`src/rtl/fft_ctrl_pkg.sv`:
```
// fft_ctrl_pkg: shared definitions for the FFT framing/config controller.
// Holds the config-word field layout, the controller state encoding and the
// helpers that derive the scale schedule and clamp the requested point size.
package fft_ctrl_pkg;

  localparam int CFG_W     = 24;
  localparam int LOG2N_LSB = 0;
  localparam int LOG2N_W   = 4;
  localparam int FWD_BIT   = 8;
  localparam int SCALE_LSB = 9;
  localparam int SCALE_W   = 12;

  typedef enum logic [1:0] {
    IDLE   = 2'd0,
    CFG    = 2'd1,
    STREAM = 2'd2
  } state_t;

  // Conservative per-stage scaling, one 2-bit field per radix-2 stage pair.
  function automatic logic [SCALE_W-1:0] scale_sch(input logic [LOG2N_W-1:0] log2n);
    logic [SCALE_W-1:0] s;
    case (log2n)
      4'd0, 4'd1, 4'd2, 4'd3: s = 12'd6;
      4'd4:  s = 12'd10;
      4'd5:  s = 12'd26;
      4'd6:  s = 12'd42;
      4'd7:  s = 12'd106;
      4'd8:  s = 12'd170;
      4'd9:  s = 12'd426;
      4'd10: s = 12'd682;
      4'd11: s = 12'd1706;
      default: s = 12'd2730;
    endcase
    return s;
  endfunction

  function automatic logic [LOG2N_W-1:0] clamp_log2n(input logic [LOG2N_W-1:0] v,
                                                     input logic [LOG2N_W-1:0] max_v);
    logic [LOG2N_W-1:0] r;
    if (v < 4'd3)
      r = 4'd3;
    else if (v > max_v)
      r = max_v;
    else
      r = v;
    return r;
  endfunction

endpackage

```
`src/rtl/fft_cfg_gen.sv`:
```
// fft_cfg_gen: shadow config registers, pending flag and the FFT config word
// register with its valid/ready handshake.
// Ports: cfg_* request inputs, load (controller entering CFG), cfg_tdata/
// cfg_tvalid/cfg_tready to the core, cfg_hs and pend_any back to the FSM.
module fft_cfg_gen
  import fft_ctrl_pkg::*;
#(
  parameter int MAX_LOG2N = 12,
  parameter int DEF_LOG2N = 9,
  parameter int DEF_FWD   = 1
) (
  input  logic              aclk,
  input  logic              aresetn,
  input  logic [3:0]        cfg_log2n,
  input  logic              cfg_fwd,
  input  logic              cfg_update,
  input  logic              load,
  input  logic              cfg_tready,
  output logic [CFG_W-1:0]  cfg_tdata,
  output logic              cfg_tvalid,
  output logic              cfg_hs,
  output logic              pend_any
);

  logic [LOG2N_W-1:0] log2n_q;
  logic               fwd_q;
  logic               pending_q;
  logic [LOG2N_W-1:0] req_log2n;
  logic [LOG2N_W-1:0] nxt_log2n;
  logic               nxt_fwd;

  assign req_log2n = clamp_log2n(cfg_log2n, LOG2N_W'(MAX_LOG2N));

  // A request arriving on the same edge as the load must be the one issued,
  // so the word is built from the shadow registers' next values.
  assign nxt_log2n = cfg_update ? req_log2n : log2n_q;
  assign nxt_fwd   = cfg_update ? cfg_fwd   : fwd_q;

  assign cfg_hs   = cfg_tvalid & cfg_tready;
  assign pend_any = pending_q | cfg_update;

  always_ff @(posedge aclk) begin
    if (!aresetn) begin
      log2n_q    <= LOG2N_W'(DEF_LOG2N);
      fwd_q      <= 1'(DEF_FWD);
      pending_q  <= 1'b1;
      cfg_tdata  <= '0;
      cfg_tvalid <= 1'b0;
    end else begin
      if (cfg_update) begin
        log2n_q <= req_log2n;
        fwd_q   <= cfg_fwd;
      end

      // An update coinciding with the handshake keeps pending set so the
      // new values go out at the next frame boundary.
      if (cfg_update)
        pending_q <= 1'b1;
      else if (cfg_hs)
        pending_q <= 1'b0;

      if (load) begin
        cfg_tdata  <= {3'b000, scale_sch(nxt_log2n), nxt_fwd, 4'b0000, nxt_log2n};
        cfg_tvalid <= 1'b1;
      end else if (cfg_hs) begin
        cfg_tvalid <= 1'b0;
      end
    end
  end

endmodule

```
`src/rtl/fft_frame_ctrl.sv`:
```
// fft_frame_ctrl: cuts an unframed sample stream into 2^log2n frames with
// tlast and issues the FFT config word before the first frame and after changes.
// Ports: cfg_* requests, s_axis_* samples in, m_axis_config_*/m_axis_data_* to
// the core, frame_cnt/busy status; FFT_CTRL_ERR_CNT_EN adds event inputs + err_cnt.
module fft_frame_ctrl
  import fft_ctrl_pkg::*;
#(
  parameter int DATA_W    = 32,
  parameter int MAX_LOG2N = 12,
  parameter int DEF_LOG2N = 9,
  parameter int DEF_FWD   = 1
) (
  input  logic              aclk,
  input  logic              aresetn,
  input  logic [3:0]        cfg_log2n,
  input  logic              cfg_fwd,
  input  logic              cfg_update,
  input  logic [DATA_W-1:0] s_axis_tdata,
  input  logic              s_axis_tvalid,
  output logic              s_axis_tready,
  output logic [23:0]       m_axis_config_tdata,
  output logic              m_axis_config_tvalid,
  input  logic              m_axis_config_tready,
  output logic [DATA_W-1:0] m_axis_data_tdata,
  output logic              m_axis_data_tvalid,
  input  logic              m_axis_data_tready,
  output logic              m_axis_data_tlast,
  output logic [15:0]       frame_cnt,
`ifdef FFT_CTRL_ERR_CNT_EN
  input  logic              event_tlast_unexpected,
  input  logic              event_tlast_missing,
  output logic [15:0]       err_cnt,
`endif
  output logic              busy
);

  localparam int CW = MAX_LOG2N;

  state_t             state_q, state_d;
  logic [CW-1:0]      cnt_q;
  logic [LOG2N_W-1:0] nlog_q;
  logic [CW:0]        frame_len;
  logic [CW-1:0]      last_idx;
  logic               is_last;
  logic               data_hs;
  logic               load;
  logic               cfg_hs;
  logic               pend_any;

  fft_cfg_gen #(
    .MAX_LOG2N (MAX_LOG2N),
    .DEF_LOG2N (DEF_LOG2N),
    .DEF_FWD   (DEF_FWD)
  ) u_cfg_gen (
    .aclk       (aclk),
    .aresetn    (aresetn),
    .cfg_log2n  (cfg_log2n),
    .cfg_fwd    (cfg_fwd),
    .cfg_update (cfg_update),
    .load       (load),
    .cfg_tready (m_axis_config_tready),
    .cfg_tdata  (m_axis_config_tdata),
    .cfg_tvalid (m_axis_config_tvalid),
    .cfg_hs     (cfg_hs),
    .pend_any   (pend_any)
  );

  assign frame_len = (CW+1)'(1) << nlog_q;
  assign last_idx  = CW'(frame_len - (CW+1)'(1));
  assign is_last   = (cnt_q == last_idx);
  assign data_hs   = (state_q == STREAM) & s_axis_tvalid & m_axis_data_tready;
  assign busy      = (state_q != IDLE);

  always_comb begin
    state_d            = state_q;
    load               = 1'b0;
    s_axis_tready      = 1'b0;
    m_axis_data_tvalid = 1'b0;
    m_axis_data_tdata  = '0;
    m_axis_data_tlast  = 1'b0;
    case (state_q)
      IDLE: begin
        if (pend_any) begin
          state_d = CFG;
          load    = 1'b1;
        end
      end
      CFG: begin
        if (cfg_hs)
          state_d = STREAM;
      end
      STREAM: begin
        s_axis_tready      = m_axis_data_tready;
        m_axis_data_tvalid = s_axis_tvalid;
        m_axis_data_tdata  = s_axis_tdata;
        m_axis_data_tlast  = is_last;
        // Frames run back to back unless a new config must go out first.
        if (data_hs && is_last && pend_any) begin
          state_d = CFG;
          load    = 1'b1;
        end
      end
      default: state_d = IDLE;
    endcase
  end

  always_ff @(posedge aclk) begin
    if (!aresetn) begin
      state_q   <= IDLE;
      cnt_q     <= '0;
      nlog_q    <= '0;
      frame_cnt <= '0;
    end else begin
      state_q <= state_d;
      if (cfg_hs) begin
        // Frame length follows the word the core actually accepted.
        nlog_q <= m_axis_config_tdata[LOG2N_LSB +: LOG2N_W];
        cnt_q  <= '0;
      end else if (data_hs) begin
        if (is_last) begin
          cnt_q     <= '0;
          frame_cnt <= frame_cnt + 16'd1;
        end else begin
          cnt_q <= cnt_q + CW'(1);
        end
      end
    end
  end

`ifdef FFT_CTRL_ERR_CNT_EN
  always_ff @(posedge aclk) begin
    if (!aresetn)
      err_cnt <= '0;
    else if ((event_tlast_unexpected | event_tlast_missing) && (err_cnt != 16'hFFFF))
      err_cnt <= err_cnt + 16'd1;
  end
`endif

endmodule

```
`config.mk`:
```
export PLATFORM = sky130hd
export DESIGN_NAME = fft_frame_ctrl
export DESIGN_NICKNAME = d
export VERILOG_FILES = /design/src/rtl/fft_ctrl_pkg.sv /design/src/rtl/fft_cfg_gen.sv /design/src/rtl/fft_frame_ctrl.sv
export SDC_FILE = /design/constraint.sdc
export NUM_CORES = 1
export LEC_CHECK = 0
export CAP_MARGIN = 20
export CORE_UTILIZATION = 41
export DETAILED_ROUTE_END_ITERATION = 10
export PLACE_DENSITY = 0.8
export SETUP_SLACK_MARGIN = 0.05
export SLEW_MARGIN = 20
export SYNTH_ARGS = -nofsm -noshare
export SYNTH_HDL_FRONTEND = slang
export SYNTH_SLANG_ARGS = --single-unit
export TNS_END_PERCENT = 1
```
`constraint.sdc`:
```
create_clock -name aclk -period 2.77 [get_ports aclk]
set_clock_uncertainty 0.1 [all_clocks]
set_input_delay 0.554 -clock aclk [delete_from_list [all_inputs] [get_ports aclk]]
set_output_delay 0.554 -clock aclk [all_outputs]
set_load 0.02 [all_outputs]
```
Word level (Yosys, flattened, before mapping)
Memories as Yosys holds them, arrays and structs flattened. A register that Yosys moved wholly into a read port is not among the register bits. Index checks and enable logic that the tools add are counted.

ROM bits: 160. Memories kept: 1. Register bits after elaboration: 58. Output and inout port bits: 77. Input port bits: 43.

Shift-type cells: 1. $add $sub $neg: 3. Bitwise operators: 6. Reduce and logical (&&, ||, !) cells: 10. Muxes and demuxes: 18. Equal/unequal tests: 6. Order comparisons: 2.

Memories: (no name shown) (words 16, bits a word 10, rd ports 1, clocked after Yosys merged registers in 1, wr ports 0, RTL line fft_ctrl_pkg.sv:22) `case (log2n)`.

Operators with widths (number): $mux 32 (1); $add 16x1->16 const B (1); $add 12x1->12 const B (1); $eq 12x12->1 (1); $mux 12 (1); $mux 4 (3); $shl 1x4->12 const A (1); $sub 12x1->12 const B (1); $mux 1 (8); $mux 2 (3); $pmux 2 s3 (1); $reduce_and 3->1 (2); $gt 4x4->1 const B (1); $lt 4x2->1 const B (1); $ne 2x2->1 const B (2); $reduce_bool 2->1 (2); $reduce_or 2->1 (2); $and 1x1->1 (3); $eq 2x1->1 const B (1); $eq 2x2->1 const B (1); $logic_and 1x1->1 (2); $logic_not 2->1 (1); $ne 2x1->1 const B (1); $not 1->1 (2); 3 further kinds (3).

Depth between registers and ports, before layout
Depth after elaboration: 8. Mapped depth: 14.

By module
Synthesis repeated with hierarchy kept, for this count alone.

Cells, all modules: 407. Area total of the unflattened synthesis: 3392.0 um2.

By module, submodules not included: fft_frame_ctrl (area each 2402.3 um2, instances 1, cells each 301); fft_cfg_gen (area each 989.7 um2, instances 1, cells each 106).

Worst setup path before layout
No wires, ideal clock.

Path type: register to register. Start point: register nlog_q[2]. End point: register u_cfg_gen.cfg_tdata[8]. Setup slack: -104 ps. Setup time: 123 ps. Data required time: 2547 ps. Arrival time: 2651 ps. Stages on the path, launching flop included: 13. Cells stage by stage: dfxtp_1 buf_2 nor2_1 nand3b_1 ha_1 xnor2_1 a2111oi_4 nand2_1 and4b_2 o2111ai_4 a21o_1 buf_6 mux2_1.

Word-level cells in the longest chain between the ends: 7.

Ends and longest elaborated chain: from (decl) (RTL line fft_frame_ctrl.sv:41) `logic [LOG2N_W-1:0] nlog_q;`; from (signal assigned) (RTL line fft_frame_ctrl.sv:117) `nlog_q <= m_axis_config_tdata[LOG2N_LSB +: LOG2N_W];`; $shl 1x4->12 (RTL line fft_frame_ctrl.sv:68) `assign frame_len = (CW+1)'(1) << nlog_q;`; $sub 12x1->12 (RTL line fft_frame_ctrl.sv:69) `assign last_idx = CW'(frame_len - (CW+1)'(1));`; $eq 12x12->1 (RTL line fft_frame_ctrl.sv:70) `assign is_last = (cnt_q == last_idx);`; $logic_and 1x1->1 (2 in series) (RTL line fft_frame_ctrl.sv:98) `if (data_hs && is_last && pend_any) begin`; $mux 1 (RTL line fft_frame_ctrl.sv:98); $pmux 1 s2 (RTL line fft_frame_ctrl.sv:81) `case (state_q)`; to (signal assigned) (RTL line fft_cfg_gen.sv:63) `cfg_tdata <= {3'b000, scale_sch(nxt_log2n), nxt_fwd, 4'b0000, nxt_log2n};`; to (decl) (RTL line fft_cfg_gen.sv:19) `output logic [CFG_W-1:0] cfg_tdata,`.

Every way passes these cells. A chain may end at the register's enable or synchronous reset.

Worst setup path in the final report
Start point: register nlog_q[2]. End point: output port m_axis_data_tlast.

Word-level cells in the longest chain between the ends: 4.

Ends and longest elaborated chain: $shl 1x4->12 (RTL line fft_frame_ctrl.sv:68); $sub 12x1->12 (RTL line fft_frame_ctrl.sv:69); $eq 12x12->1 (RTL line fft_frame_ctrl.sv:70); $mux 1 (RTL line fft_frame_ctrl.sv:81); to (decl) (RTL line fft_frame_ctrl.sv:27) `output logic m_axis_data_tlast,`.

Every way passes these cells.

==> summary.md <==
The flow ran to the end, but the final reports show violations. The checks that failed: setup timing. Counting every instance in the synthesized netlist gives 413. The clock reaches the later pin of the worst-skew pair after 0.31 ns.

The number of buffers and inverters on the critical path was 2. The family with the most delay on the worst path was compound AO/OA/AOI/OAI gates. After detailed routing, the number of vias per cell comes to 5.114.

The headroom to the max-slew limit was 0.6721; the unique cell type count in the Yosys netlist was 56. The startpoint type of the worst setup path is a flop. The most common cell after layout, fill and taps aside was sky130_fd_sc_hd__clkdlybuf4s50_1. The startpoint identified for the worst register-to-register timing path is nlog_q[2]. The clock net in this run drives a total of 56 sinks.

For this run, design rule violations remaining after detail routing come to 0. After global routing the overflow that remains totals 0. In this run, the number of DRC markers left after iteration 0 of detailed routing was 85. The root buffer cell is sky130_fd_sc_hd__clkbuf_8.

The tools report the global-route wire length before repair as 14570 um. The run gives 0 as the residual antenna-violating net count after detailed routing. Cell with the largest stage delay on the worst path: sky130_fd_sc_hd__dfxtp_2. The average instance in the mapped netlist occupies 8.083 um^2. The count of input and output buffers is 111, and the portion of total power attributed to sequential cells is 0.454. On the worst path, the slowest cell contributes a delay of 0.36 ns. From synthesis to final layout, the design area changed by 48.35%. At the pin with the least slew margin, the transition time is 0.4849 ns. The internal power of the cells was 1.365 mW.

STA classifies the critical path endpoint as a primary output. The routed design has 8828 um of wire. The part of the cycle the worst path needs was 1.039.

Traced cell by cell, the critical path runs through nor2_4 -> nand3b_1 -> ha_4 -> buf_6 -> nor3b_2 -> a21oi_1 -> o22a_1 -> a41o_1 -> o2111a_1 -> buf_6. After the flow finishes, the layout carries non-filler instances totaling 641. The run gives 0.3358 as the sequential element share of the synthesized area. The hold path startpoint was u_cfg_gen.cfg_tdata[10]. The synthesis warning total came out at 0. Data on the critical path arrives at its endpoint at 2.22 ns.

Based on the critical path, the design can be clocked at up to 347.6 MHz. In this run the worst setup path begins at nlog_q[2]. Across all register-to-register paths, the minimum setup slack is -0.07 ns. The starting utilization of the core area is 0.4276.

The maximum fanout along the worst path came out at 7. Including well taps, the total number of placed cells is 623. The clock passes through at most 2 buffers. The run gives 0.2106 as the global router's overall resource usage. The async set or reset register ratio after synthesis works out to 0.

Proportion of total power due to net switching: 0.2778. The floorplan step defined a core boundary enclosing 0.007807 mm^2. The mapped netlist covers 0.003338 mm^2. The largest total area in the synthesized netlist belongs to sky130_fd_sc_hd__dfxtp_1. The share of total power in the clock network is 0.294, and the per-cell routed wire length is 13.77 um. In the final design database the tool counted 584 nets.

The run gives 1.927 nW as the leakage power of the design. Across the VDD grid, the largest voltage drop is 0.2977 mV. The floorplan step defined a die boundary enclosing 0.008506 mm^2.

The final worst-path setup slack was -0.1073 ns. Counting instances, the worst hold path has a depth of 2. The most numerous cell type found on the critical path is sky130_fd_sc_hd__buf_6.

Setup repair after global routing could not meet its margin everywhere. The start-to-end type of the worst setup path was flop to primary output. The power per standard cell area is 381.6 mW/mm^2.

Time the worst path needs with I/O delays and setup: 2.877 ns. The final non-filler cell area was 0.004952 mm^2. The share of Yosys cell area claimed by the top area cell type was 0.3358. In this run the horizontal extent of the chip is 92.23 um. The worst hold path belongs to the class flop to flop.

In the layout the commonest cells are sky130_fd_sc_hd__clkdlybuf4s50_1, sky130_fd_sc_hd__dfxtp_1, sky130_fd_sc_hd__nand2_1. The first TritonRoute pass finished after 4 iterations. The number of antenna violations at the first check in global routing came out at 0. The total cell area at the placement stage came out at 0.004642 mm^2. The worst register-to-register path ends at frame_cnt[13].

The total via count after detailed routing is 3278. The number of max-capacitance violations reported is 0, and the fraction of final layout cells sized beyond drive strength 1 is 0.1633. Counting cells, the worst reg-to-reg path comes to 14.

For the required time of the critical path, the log shows 2.12 ns. The CTS clock-pin slew for the worst setup and hold paths was 0.11 ns. The number of buffers inserted during clock tree synthesis is 5. The number of max-slew violations in the final report is 0. The maximum number of pins on one net before global-route repair is 37, and the vertical die dimension is 92.23 um.

TritonCTS built the clock tree. The placed wire-length estimate is 6596 um, and the number of global-route vias before repair is 3180. The switching power came out at 0.5249 mW.

The logs give 0 for the final number of hold-violating endpoints and 0.8634 for the weighted congestion at the end of routability-driven global placement. The initialized floorplan defines 32 standard-cell rows. The number of placed I/O pins is 120. Post-synthesis sequential element count: 56.

The sink of the worst hold path is u_cfg_gen.cfg_tdata[10]. The number of enable flip-flop cells after synthesis works out to 0. Setup violations remaining at the end of the flow were counted as 11.

Final core utilization: 0.6343. The H-tree depth was 2. Relative contribution of combinational cells to total power: 0.252. Commonest register cell after synthesis: sky130_fd_sc_hd__dfxtp_1.

The number of antenna diodes came out at 0. Ranked by total cell area, the synthesized netlist is headed by sky130_fd_sc_hd__dfxtp_1, sky130_fd_sc_hd__and2_1, sky130_fd_sc_hd__mux2i_1, sky130_fd_sc_hd__nand2_1, sky130_fd_sc_hd__a21oi_1.
worst min-delay path: cells and delay by family (launching register included):
family / cells / cell delay, ns
buf+inv: 1 / 0.05
flops: 1 / 0.33
compound gates: 1 / 0.05
worst max-delay path by stage:
stage / to / slack [ns] / depth (start not counted)
6_report: m_axis_data_tlast / -0.11 / 10
5_1_grt: frame_cnt[13] / -0.22 / 14
4_1_cts: m_axis_data_tlast / -0.11 / 10
3_5_place_dp: m_axis_data_tlast / -0.22 / 9
3_3_place_gp: m_axis_data_tlast / -0.19 / 9
2_1_floorplan: u_cfg_gen.cfg_tdata[8] / 0.06 / 13
sequential cells by signal, indices dropped and copies added, names as in the netlist:
signal / count
frame_cnt: 16
u_cfg_gen.cfg_tdata: 15
cnt_q: 12
nlog_q: 4
u_cfg_gen.log2n_q: 4
state_q: 2
u_cfg_gen.cfg_tvalid: 1
u_cfg_gen.fwd_q: 1
u_cfg_gen.pending_q: 1
per-layer routing:
metal  GRT usage  vias up  share of wire
met2      0.3526       99           0.49
li1            -     1648              -
met4     0.06901        0          0.022
met3     0.06053       10          0.063
met5           0        -              0
met1      0.2585     1521           0.43
cells by family after synthesis:
group	after synthesis	synth area share
AOI/OAI and AO/OA	69	0.1462
xor gates and xnor gates	18	0.04723
adders and majority gates	4	0.01424
buffers and inverters	50	0.08020
DFF	56	0.3358
muxes	23	0.07046
other	1	0.001123
and+or+nand+nor	192	0.3047
power groups by stage:
stage / sequential (mW) / combinational, mW / clock (mW)
after detailed placement: 0.876 / 0.433 / 0
after global routing: 0.863 / 0.516 / 0.596
after global placement: 0.875 / 0.427 / 0
final: 0.858 / 0.477 / 0.555
after CTS: 0.858 / 0.465 / 0.563
after floorplan: 0.897 / 0.236 / 0
through the flow:
step | setup TNS, ns | worst slack [ns] | power (mW) | hold WS (ns)
after floorplan | 0 | 0.05554 | 1.133 | 0.3302
after global placement | -0.2312 | -0.1889 | 1.302 | 0.3349
after detailed placement | -0.6990 | -0.2228 | 1.309 | 0.3427
after CTS | -0.5397 | -0.1121 | 1.887 | 0.3592
after global routing | -2.492 | -0.2185 | 1.974 | 0.3907
final | -0.5750 | -0.1073 | 1.890 | 0.3548
Yosys cell counts (3+ instances only):
cell type	instances
sky130_fd_sc_hd__dfxtp_1	56
sky130_fd_sc_hd__nand2_1	50
sky130_fd_sc_hd__and2_1	39
sky130_fd_sc_hd__nor2_1	28
sky130_fd_sc_hd__a21oi_1	26
sky130_fd_sc_hd__mux2i_1	19
sky130_fd_sc_hd__nand3_1	17
sky130_fd_sc_hd__clkbuf_1	15
sky130_fd_sc_hd__o21ai_0	12
sky130_fd_sc_hd__inv_1	11
sky130_fd_sc_hd__xor2_1	10
sky130_fd_sc_hd__buf_4	9
sky130_fd_sc_hd__and3_1	8
sky130_fd_sc_hd__xnor2_1	8
sky130_fd_sc_hd__buf_2	7
sky130_fd_sc_hd__nand4_1	7
sky130_fd_sc_hd__or3_1	7
sky130_fd_sc_hd__nor3_1	6
sky130_fd_sc_hd__buf_6	5
sky130_fd_sc_hd__o2111a_1	5
sky130_fd_sc_hd__nand2b_1	4
sky130_fd_sc_hd__nor2b_1	4
sky130_fd_sc_hd__o31ai_1	4
sky130_fd_sc_hd__a21o_1	3
sky130_fd_sc_hd__buf_1	3
sky130_fd_sc_hd__ha_1	3
sky130_fd_sc_hd__mux2_2	3
sky130_fd_sc_hd__or2_2	3
sky130_fd_sc_hd__or4_1	3
final cells by class:
type,count,area (um^2)
inverters,11,41.29
repair buffers,150,1453
well taps,102,127.6
clock buffers,5,68.82
fillers,635,2855
clock inverters,3,46.29
multi-input cells,314,2090
flip-flops and latches,56,1126
what timing repair did:
| item | 4_1_cts | 5_1_grt |
|---|---|---|
| setup buffers | 9 | 1 |
| setup endpoints to repair | 19 | 55 |
| hold buffers | 0 | 0 |
| cloned | 0 | 0 |
| resized for setup | 20 | 19 |
| pin swaps | 11 | 14 |
(Power assumes the default switching activity.)
